[config.mk]
export PLATFORM = sky130hd
export DESIGN_NAME = pipelined_twos_complement_addsub_flat
export DESIGN_NICKNAME = d
export VERILOG_FILES = /design/src/rtl/pipelined_twos_complement_addsub_pkg.sv /design/src/rtl/pipelined_twos_complement_addsub_if.sv /design/src/rtl/pipelined_twos_complement_addsub_chunk_rca.sv /design/src/rtl/pipelined_twos_complement_addsub.sv /design/src/flat_wrapper.sv
export SDC_FILE = /design/constraint.sdc
export NUM_CORES = 1
export LEC_CHECK = 0
export ABC_CLOCK_PERIOD_IN_PS = 4200
export CORE_MARGIN = 2
export CORE_UTILIZATION = 30
export DETAILED_ROUTE_END_ITERATION = 16
export PLACE_DENSITY = 0.53
export SLEW_MARGIN = 0
export SYNTH_ARGS = -nofsm -noshare
export SYNTH_HDL_FRONTEND = slang
export SYNTH_SLANG_ARGS = --single-unit
[constraint.sdc]
create_clock -name clk -period 4.2 [get_ports clk]
set_input_delay 1.05 -clock clk [delete_from_list [all_inputs] [get_ports clk]]
set_output_delay 1.05 -clock clk [all_outputs]
set_load 0.02 [all_outputs]
[src/rtl/pipelined_twos_complement_addsub_pkg.sv]
// Shared helpers for the pipelined add/sub: configuration legality and slice width.
package pipelined_twos_complement_addsub_pkg;

  // The word must split into STAGES equal, non-empty slices.
  function automatic bit legal_config(int width, int stages);
    return (width >= 2) && (stages >= 1) && (stages <= width) && ((width % stages) == 0);
  endfunction

  // Bits resolved per pipeline stage; falls back to the full width for a bad stage count
  // so that elaboration reaches the explicit configuration error.
  function automatic int chunk_width(int width, int stages);
    return (stages >= 1) ? (width / stages) : width;
  endfunction

endpackage

[src/rtl/pipelined_twos_complement_addsub_if.sv]
// Valid/ready operand and result bus of the pipelined two's-complement add/sub.
interface pipelined_twos_complement_addsub_if #(
  parameter int WIDTH = 16
);
  logic             in_valid;
  logic             in_ready;
  logic [WIDTH-1:0] a;
  logic [WIDTH-1:0] b;
  logic             c_in;
  logic             sub;
  logic             sat;
  logic             out_valid;
  logic             out_ready;
  logic [WIDTH-1:0] s;
  logic             c_out;
  logic             overflow;

  // Producer of operands and consumer of results.
  modport master (
    output in_valid, a, b, c_in, sub, sat, out_ready,
    input  in_ready, out_valid, s, c_out, overflow
  );

  // The arithmetic block itself.
  modport slave (
    input  in_valid, a, b, c_in, sub, sat, out_ready,
    output in_ready, out_valid, s, c_out, overflow
  );
endinterface

[src/rtl/pipelined_twos_complement_addsub_chunk_rca.sv]
// Combinational CHUNK-bit ripple-carry slice; also exposes the carry into its MSB
// so the top slice can derive signed overflow.
module chunk_rca #(
  parameter int CHUNK = 4
) (
  input  logic [CHUNK-1:0] a,
  input  logic [CHUNK-1:0] b,
  input  logic             c_in,
  output logic [CHUNK-1:0] s,
  output logic             c_out,
  output logic             c_msb_in
);
  logic [CHUNK:0] c;

  assign c[0] = c_in;

  for (genvar gi = 0; gi < CHUNK; gi++) begin : g_bit
    assign s[gi]   = a[gi] ^ b[gi] ^ c[gi];
    assign c[gi+1] = (a[gi] & b[gi]) | (c[gi] & (a[gi] ^ b[gi]));
  end

  assign c_out    = c[CHUNK];
  assign c_msb_in = c[CHUNK-1];
endmodule

[src/rtl/pipelined_twos_complement_addsub.sv]
// Pipelined two's-complement adder/subtractor: one CHUNK-bit slice per stage, carry
// registered between stages, optional saturation, valid/ready on both sides.
module pipelined_twos_complement_addsub
  import pipelined_twos_complement_addsub_pkg::*;
#(
  parameter int WIDTH  = 16,
  parameter int STAGES = 4
) (
  input logic                               clk,
  input logic                               rst_n,
  pipelined_twos_complement_addsub_if.slave bus
);
  localparam int CHUNK = chunk_width(WIDTH, STAGES);
  localparam int NST   = (STAGES < 1) ? 1 : STAGES;

  if (!legal_config(WIDTH, STAGES)) begin : g_bad_cfg
    $error("pipelined_twos_complement_addsub: WIDTH=%0d STAGES=%0d is not a legal split", WIDTH, STAGES);
  end

  // Stage k inputs. word_in holds finished sum bits below k*CHUNK and still-unprocessed
  // bits of a from k*CHUNK upward, so the sum slice simply overwrites the a slice in place.
  logic [WIDTH-1:0] word_in  [NST];
  logic [WIDTH-1:0] beff_in  [NST];
  logic             carry_in [NST];
  logic             valid_in [NST];
  logic             sat_in   [NST];

  logic             adv;
  logic             out_valid_q;
  logic [WIDTH-1:0] s_q;
  logic             c_out_q;
  logic             overflow_q;

  // Whole pipe moves together whenever the output slot is free or being drained.
  assign adv          = bus.out_ready | ~out_valid_q;
  assign bus.in_ready = adv;

  // Subtraction folds into addition: a + ~b + 1, with the borrow-in cancelling the +1.
  assign word_in[0]  = bus.a;
  assign beff_in[0]  = bus.sub ? ~bus.b : bus.b;
  assign carry_in[0] = bus.c_in ^ bus.sub;
  assign valid_in[0] = bus.in_valid;
  assign sat_in[0]   = bus.sat;

  for (genvar gi = 0; gi < NST; gi++) begin : g_stage
    logic [CHUNK-1:0] slice_s;
    logic             slice_c;
    logic             slice_cmsb;
    logic [WIDTH-1:0] word_d;

    chunk_rca #(.CHUNK(CHUNK)) u_rca (
      .a        (word_in[gi][gi*CHUNK +: CHUNK]),
      .b        (beff_in[gi][gi*CHUNK +: CHUNK]),
      .c_in     (carry_in[gi]),
      .s        (slice_s),
      .c_out    (slice_c),
      .c_msb_in (slice_cmsb)
    );

    // Merge this stage's sum slice into the travelling word.
    always_comb begin
      word_d                        = word_in[gi];
      word_d[gi*CHUNK +: CHUNK]     = slice_s;
    end

    if (gi < NST - 1) begin : g_mid
      logic [WIDTH-1:0] word_q;
      logic [WIDTH-1:0] beff_q;
      logic             carry_q;
      logic             valid_q;
      logic             sat_q;

      // Hand the partial sum, slice carry and skewed upper operands to the next stage.
      always_ff @(posedge clk or negedge rst_n) begin
        if (!rst_n) begin
          word_q  <= '0;
          beff_q  <= '0;
          carry_q <= 1'b0;
          valid_q <= 1'b0;
          sat_q   <= 1'b0;
        end else if (adv) begin
          word_q  <= word_d;
          beff_q  <= beff_in[gi];
          carry_q <= slice_c;
          valid_q <= valid_in[gi];
          sat_q   <= sat_in[gi];
        end
      end

      assign word_in[gi+1]  = word_q;
      assign beff_in[gi+1]  = beff_q;
      assign carry_in[gi+1] = carry_q;
      assign valid_in[gi+1] = valid_q;
      assign sat_in[gi+1]   = sat_q;
    end else begin : g_last
      logic             ovf_d;
      logic             a_msb;
      logic [WIDTH-1:0] s_d;

      // Top slice still carries a's sign bit; it selects the clamp direction.
      assign ovf_d = slice_cmsb ^ slice_c;
      assign a_msb = word_in[gi][WIDTH-1];
      assign s_d   = (sat_in[gi] & ovf_d) ? {a_msb, {(WIDTH-1){~a_msb}}} : word_d;

      // Output register: result and raw flags, held while downstream stalls.
      always_ff @(posedge clk or negedge rst_n) begin
        if (!rst_n) begin
          out_valid_q <= 1'b0;
          s_q         <= '0;
          c_out_q     <= 1'b0;
          overflow_q  <= 1'b0;
        end else if (adv) begin
          out_valid_q <= valid_in[gi];
          s_q         <= s_d;
          c_out_q     <= slice_c;
          overflow_q  <= ovf_d;
        end
      end
    end
  end

  assign bus.out_valid = out_valid_q;
  assign bus.s         = s_q;
  assign bus.c_out     = c_out_q;
  assign bus.overflow  = overflow_q;
endmodule

[src/flat_wrapper.sv]
// flat-port wrapper written by rule: the top's interface ports become plain ports
module pipelined_twos_complement_addsub_flat import pipelined_twos_complement_addsub_pkg::*;
#(
  parameter int WIDTH  = 16,
  parameter int STAGES = 4
)
  (clk, rst_n, bus_in_valid, bus_a, bus_b, bus_c_in, bus_sub, bus_sat, bus_out_ready, bus_in_ready, bus_out_valid, bus_s, bus_c_out, bus_overflow);
  pipelined_twos_complement_addsub_if #(.WIDTH(WIDTH)) bus_i ();
  input logic clk;
  input logic rst_n;
  input wire logic [$bits(bus_i.in_valid)-1:0] bus_in_valid;
  input wire logic [$bits(bus_i.a)-1:0] bus_a;
  input wire logic [$bits(bus_i.b)-1:0] bus_b;
  input wire logic [$bits(bus_i.c_in)-1:0] bus_c_in;
  input wire logic [$bits(bus_i.sub)-1:0] bus_sub;
  input wire logic [$bits(bus_i.sat)-1:0] bus_sat;
  input wire logic [$bits(bus_i.out_ready)-1:0] bus_out_ready;
  output wire logic [$bits(bus_i.in_ready)-1:0] bus_in_ready;
  output wire logic [$bits(bus_i.out_valid)-1:0] bus_out_valid;
  output wire logic [$bits(bus_i.s)-1:0] bus_s;
  output wire logic [$bits(bus_i.c_out)-1:0] bus_c_out;
  output wire logic [$bits(bus_i.overflow)-1:0] bus_overflow;
  assign bus_i.in_valid = bus_in_valid;
  assign bus_i.a = bus_a;
  assign bus_i.b = bus_b;
  assign bus_i.c_in = bus_c_in;
  assign bus_i.sub = bus_sub;
  assign bus_i.sat = bus_sat;
  assign bus_i.out_ready = bus_out_ready;
  assign bus_in_ready = bus_i.in_ready;
  assign bus_out_valid = bus_i.out_valid;
  assign bus_s = bus_i.s;
  assign bus_c_out = bus_i.c_out;
  assign bus_overflow = bus_i.overflow;
  pipelined_twos_complement_addsub #(.WIDTH(WIDTH), .STAGES(STAGES)) u_core (.clk(clk), .rst_n(rst_n), .bus(bus_i));
endmodule
## Word-level counts from Yosys, hierarchy flattened

Cells that the tools add are included.

- Output and inout port bits: 20
- Bits in registers: 124
- Logic and storage cells: 108

- Bitwise operators: 87
- Multiplexer cells: 2

Operators by type and width:

| cell | number |
|---|---|
| 1-bit XOR | 34 |
| 1-bit bitwise AND | 33 |
| 16-bit 2-to-1 mux | 2 |
| 1-bit OR | 17 |
| 16-bit inverter | 1 |
| 1-bit inverter | 2 |

## Depth between registers and ports, before layout

- Depth after elaboration: 12
- Gate-level depth with buffers: 11
- Depth with buffers taken out: 9

## Cells and area by module

Synthesis repeated with hierarchy kept, for this count alone.

- Cell total of the unflattened synthesis: 451
- Area, all modules: 4374.2 µm²

Modules (own cells, without submodules):

| module | cells an instance | area an instance (µm²) | sequential area each (µm²) | instances |
|---|---|---|---|---|
| pipelined_twos_complement_addsub | 403 | 3933.8 | 2502.4 | 1 |
| chunk_rca | 12 | 110.1 | 0.0 | 4 |

## Least setup slack after synthesis

Ideal clock, no wire load.

- Path kind: input to register
- From: input bus_sub
- To: register u_core.g_stage[0].g_mid.word_q[3]
- Arrival time: 3121 ps
- Slack: 962 ps
- Path buffers: 2
- Library setup time: 117 ps
- Cell stages on the path: 11
- Data required time: 4083 ps
- Path through: buf_2 > buf_4 > xor2_1 > fa_1 > fa_1 > inv_1 > fa_1 > inv_1 > fa_1 > nand2_1 > nand2_1

- Word-level cells in the longest chain between the ends: 9
- Elaborated cells on any way between the ends: 16
- Those cells by class: 1 x mux; 15 x bitwise

RTL lines:

| item | line | source |
|---|---|---|
| start: declaration | flat_wrapper.sv:15 | `input wire logic [$bits(bus_i.sub)-1:0] bus_sub;` |
| 16-bit 2-to-1 mux | pipelined_twos_complement_addsub.sv:40 | `assign beff_in[0] = bus.sub ? ~bus.b : bus.b;` |
| 1-bit XOR | pipelined_twos_complement_addsub_chunk_rca.sv:19 | `assign c[gi+1] = (a[gi] & b[gi]) \| (c[gi] & (a[gi] ^ b[gi]));` |
| 1-bit bitwise AND | pipelined_twos_complement_addsub_chunk_rca.sv:19 |  |
| 1-bit OR | pipelined_twos_complement_addsub_chunk_rca.sv:19 |  |
| 1-bit bitwise AND | pipelined_twos_complement_addsub_chunk_rca.sv:19 |  |
| 1-bit OR | pipelined_twos_complement_addsub_chunk_rca.sv:19 |  |
| 1-bit bitwise AND | pipelined_twos_complement_addsub_chunk_rca.sv:19 |  |
| 1-bit OR | pipelined_twos_complement_addsub_chunk_rca.sv:19 |  |
| 1-bit XOR (*) | pipelined_twos_complement_addsub_chunk_rca.sv:18 | `assign s[gi] = a[gi] ^ b[gi] ^ c[gi];` |
| net u_core.g_stage[0].slice_s[3] | pipelined_twos_complement_addsub.sv:46 | `logic [CHUNK-1:0] slice_s;` |
| end signal: assignment | pipelined_twos_complement_addsub.sv:82 | `word_q <= word_d;` |
| end: declaration | pipelined_twos_complement_addsub.sv:67 | `logic [WIDTH-1:0] word_q;` |

Mark *: on every way through the listed nets, which the timed path passes. The rest lies on a longest branch.
A chain may end at the register's enable or synchronous reset.

## Worst setup path after layout

- From: input bus_out_ready
- To: output bus_in_ready

- Word-level cells in the longest chain between the ends: 1

RTL lines:

| item | line | source |
|---|---|---|
| start: declaration | flat_wrapper.sv:17 | `input wire logic [$bits(bus_i.out_ready)-1:0] bus_out_ready;` |
| 1-bit OR | pipelined_twos_complement_addsub.sv:35 | `assign adv = bus.out_ready \| ~out_valid_q;` |
| end: declaration | flat_wrapper.sv:18 | `output wire logic [$bits(bus_i.in_ready)-1:0] bus_in_ready;` |

Every way passes these cells.

==> results.cfg <==
[clock_tree]
clock_latency_ns = 0.34
clock_path_buffers = 2
h-tree-depth = 3
cts_buffers = 9
ctsHoldBuffers = 0
cts_root_buf = clkbuf_16
post_cts_resized = 0
cts_setup_buffers = 0
cts_sinks = 100
cts_tree = built
cts.clk_slew.worst_paths_ns = 0.06

[logic_synthesis]
synth_seq_cells = 100
synthCells = 429
async_flop_share_pct = 100
synth_area_per_cell_um2 = 10.0
synth.distinct_cells = 25
synth-main-ff-cell = dfrtp_1
seq_area_frac_synth_pct = 58.1
syn_nets = 484
syn_area_mm2 = 0.00431
yosysWarningCount = 0
synth_edf_count = 0

[grt]
met2_usage_pct = 19.4
grt_max_degree = 101
grt_pass1_wl_mm = 14.4
grtUsageMet1_pct = 16.0
gr-max-usage-layer = met2
antenna_found_initial = 0
grt_use_met3_pct = 3.21
gr-total-overflow = 0
grt_usage_pct = 12.1
first_global_vias = 2947

[power_and_ir_drop]
ir_drop_mv = 0.245
p_per_area_mw_per_mm2 = 764
p_leak_uw = 0.00253

[cells_and_area]
diodes = 0
area_growth_pct = 24.7
fillers = 1403
final_cell_area_mm2 = 0.00537
drive_gt1_share_pct = 5.80
final_nets = 533
final_util_pct = 38.5

[worst_hold_path]
hp-class = reg2reg
holdPathStages = 2

[place]
io_buffer_count = 58
dp_hpwl_mm = 5.89
dpl_cell_area_mm2 = 0.00502
routabilityCongestion = 0.721

[routing]
detail_route.wl_per_cell_um = 12.6
viasPerCell = 4.22
route.detailed.drc = 0
dr.pass1.iters = 4
num_vias = 2796
drt_wl_total_mm = 8.38
drt_iter0_markers = 108
final_antenna_net_count = 0

[timing]
hold_violations = 0
fmax_ghz = 0.301
rsz0062_at_grt = no
min_period_ns = 3.32
tightest_slew_ns = 0.958
slew_headroom_pct = 36.1
setup_violations = 0
finClkSkew_ns = 0.00931
tns_ns = 0
post-route-period-util_pct = 79.1
slew_viol_final = 0

[die]
core_mm2 = 0.0139
die_h_um = 124
die_area_mm2 = 0.0153
start_util_pct = 30.9
die_x_um = 124
io_pins = 59
rows = 43

[worst_setup_path]
crit_required_ns = 3.15
crit_path_max_fanout = 2
crit_type = in2out
arrival_ns = 2.27
worst-r2r-cell-count = 8
endpoint_kind = output pin
startpoint_type = primary input

[flow_run]
drv_cap = 0

[run_status]
status = finished clean
==> Yosys cell counts (2+ instances only) <==
master | number | area, µm²
o21ai_1 | 19 | 95.1
buf_4 | 2 | 15.0
a21oi_1 | 9 | 45.0
buf_6 | 2 | 22.5
inv_1 | 24 | 90.1
fa_1 | 16 | 320
xor2_1 | 6 | 52.6
buf_2 | 9 | 45.0
dfrtp_1 | 100 | 2500
a221o_1 | 13 | 130
xnor2_1 | 12 | 105
a21boi_0 | 2 | 15.0
o21ai_0 | 8 | 40.0
nand2_1 | 177 | 664
buf_1 | 5 | 18.8
clkbuf_1 | 7 | 26.3
nor2_1 | 10 | 37.5
==> registers in the layout (all words and copies together), names as in the netlist <==
| signal | cells |
|---|---|
| u_core.g_stage.g_mid.sat_q | 3 |
| u_core.g_stage.g_mid.carry_q | 3 |
| u_core.g_stage.g_mid.valid_q | 3 |
| u_core.bus.overflow | 1 |
| u_core.bus.out_valid | 1 |
| u_core.bus.s | 16 |
| u_core.bus.c_out | 1 |
| u_core.g_stage.g_mid.word_q | 48 |
| u_core.g_stage.g_mid.beff_q | 24 |
==> cells by family (layout without fill, tap and decap cells) <==
group,after synthesis,after routing,share of synthesized area (%)
fa+ha+maj,16,16,7.44
compound gates,53,53,8.05
xor+xnor,19,19,4.04
flops,100,100,58.1
buf+inv,51,105,5.49
simple gates,190,190,16.9
==> per-stage QoR <==
step / instances / hold slack, ns / setup WS, ns / total power, µW
2_1_floorplan: 429 / 0.430 / 0.962 / 2690
3_3_place_gp: 647 / 0.445 / 0.563 / 3140
3_5_place_dp: 647 / 0.456 / 0.495 / 3200
4_1_cts: 663 / 0.471 / 0.853 / 4170
5_1_grt: 663 / 0.490 / 0.750 / 4450
6_report: 663 / 0.466 / 0.878 / 4100
==> cell type report <==
cell class / count / area (µm²) / area share, %
Sequential cell: 100 / 2500 / 46.6
Tap cell: 180 / 225 / 4.19
Clock inverter: 4 / 95.1 / 1.77
Multi-Input combinational cell: 278 / 1570 / 29.3
Inverter: 25 / 93.8 / 1.75
Clock buffer: 12 / 256 / 4.78
Timing Repair Buffer: 64 / 623 / 11.6
==> cells in the final DEF, fill, tap and decap left out <==
cell type and n:
nand2_1 177, dfrtp_1 100, clkdlybuf4s50_1 57, inv_1 24, o21ai_1 19, fa_1 16, a221o_1 13, xnor2_1 12
nor2_1 10, a21oi_1 9, clkbuf_16 9, o21ai_0 8, buf_4 7, xor2_1 6, bufinv_16 3, a21boi_0 2
clkbuf_8 2, nor2b_4 1, inv_2 1, xor2_2 1, a21oi_2 1, and4_4 1, a211oi_2 1, nand2b_1 1
clkinv_2 1, clkbuf_1 1
==> final timing paths <==
kind | start | endpoint | slack (ns)
hold reg to reg | u_core.g_stage[0].g_mid.word_q[11]$_DFFE_PN0P_ | u_core.g_stage[0].g_mid.word_q[11]$_DFFE_PN0P_ | 0.47
hold / removal | u_core.g_stage[0].g_mid.word_q[11]$_DFFE_PN0P_ | u_core.g_stage[0].g_mid.word_q[11]$_DFFE_PN0P_ | 0.47
max in group asynchronous | rst_n | u_core.g_stage[1].g_mid.word_q[11]$_DFFE_PN0P_ | 2.66
setup / recovery | bus_out_ready | bus_in_ready | 0.88
setup reg to reg | u_core.g_stage[2].g_mid.word_q[12]$_DFFE_PN0P_ | u_core.bus.s[0]$_DFFE_PN0P_ | 0.97
min in group asynchronous | rst_n | u_core.g_stage[1].g_mid.word_q[9]$_DFFE_PN0P_ | 0.73
==> worst max-delay path: stages <==
cell and delay [ns]:
clkdlybuf4s50_1 0.50, nor2b_4 0.07, inv_2 0.05, clkdlybuf4s50_1 0.60
==> metal layers <==
metal / part of all wire, % / wire length, µm / vias to the layer above
li1: - / - / 1433
met2: 45 / 3790 / 52
met1: 49 / 4090 / 1305
met5: 0 / 0 / -
met3: 4.5 / 373 / 6
met4: 1.4 / 114 / 0
==> report_power, final <==
part | switching, µW | total [µW] | internal (µW)
logic | 845 | 1510 | 666
registers | 234 | 1630 | 1400
clock network | 343 | 957 | 614
total | 1420 | 4100 | 2680
Power figures use the tool's default switching activity.
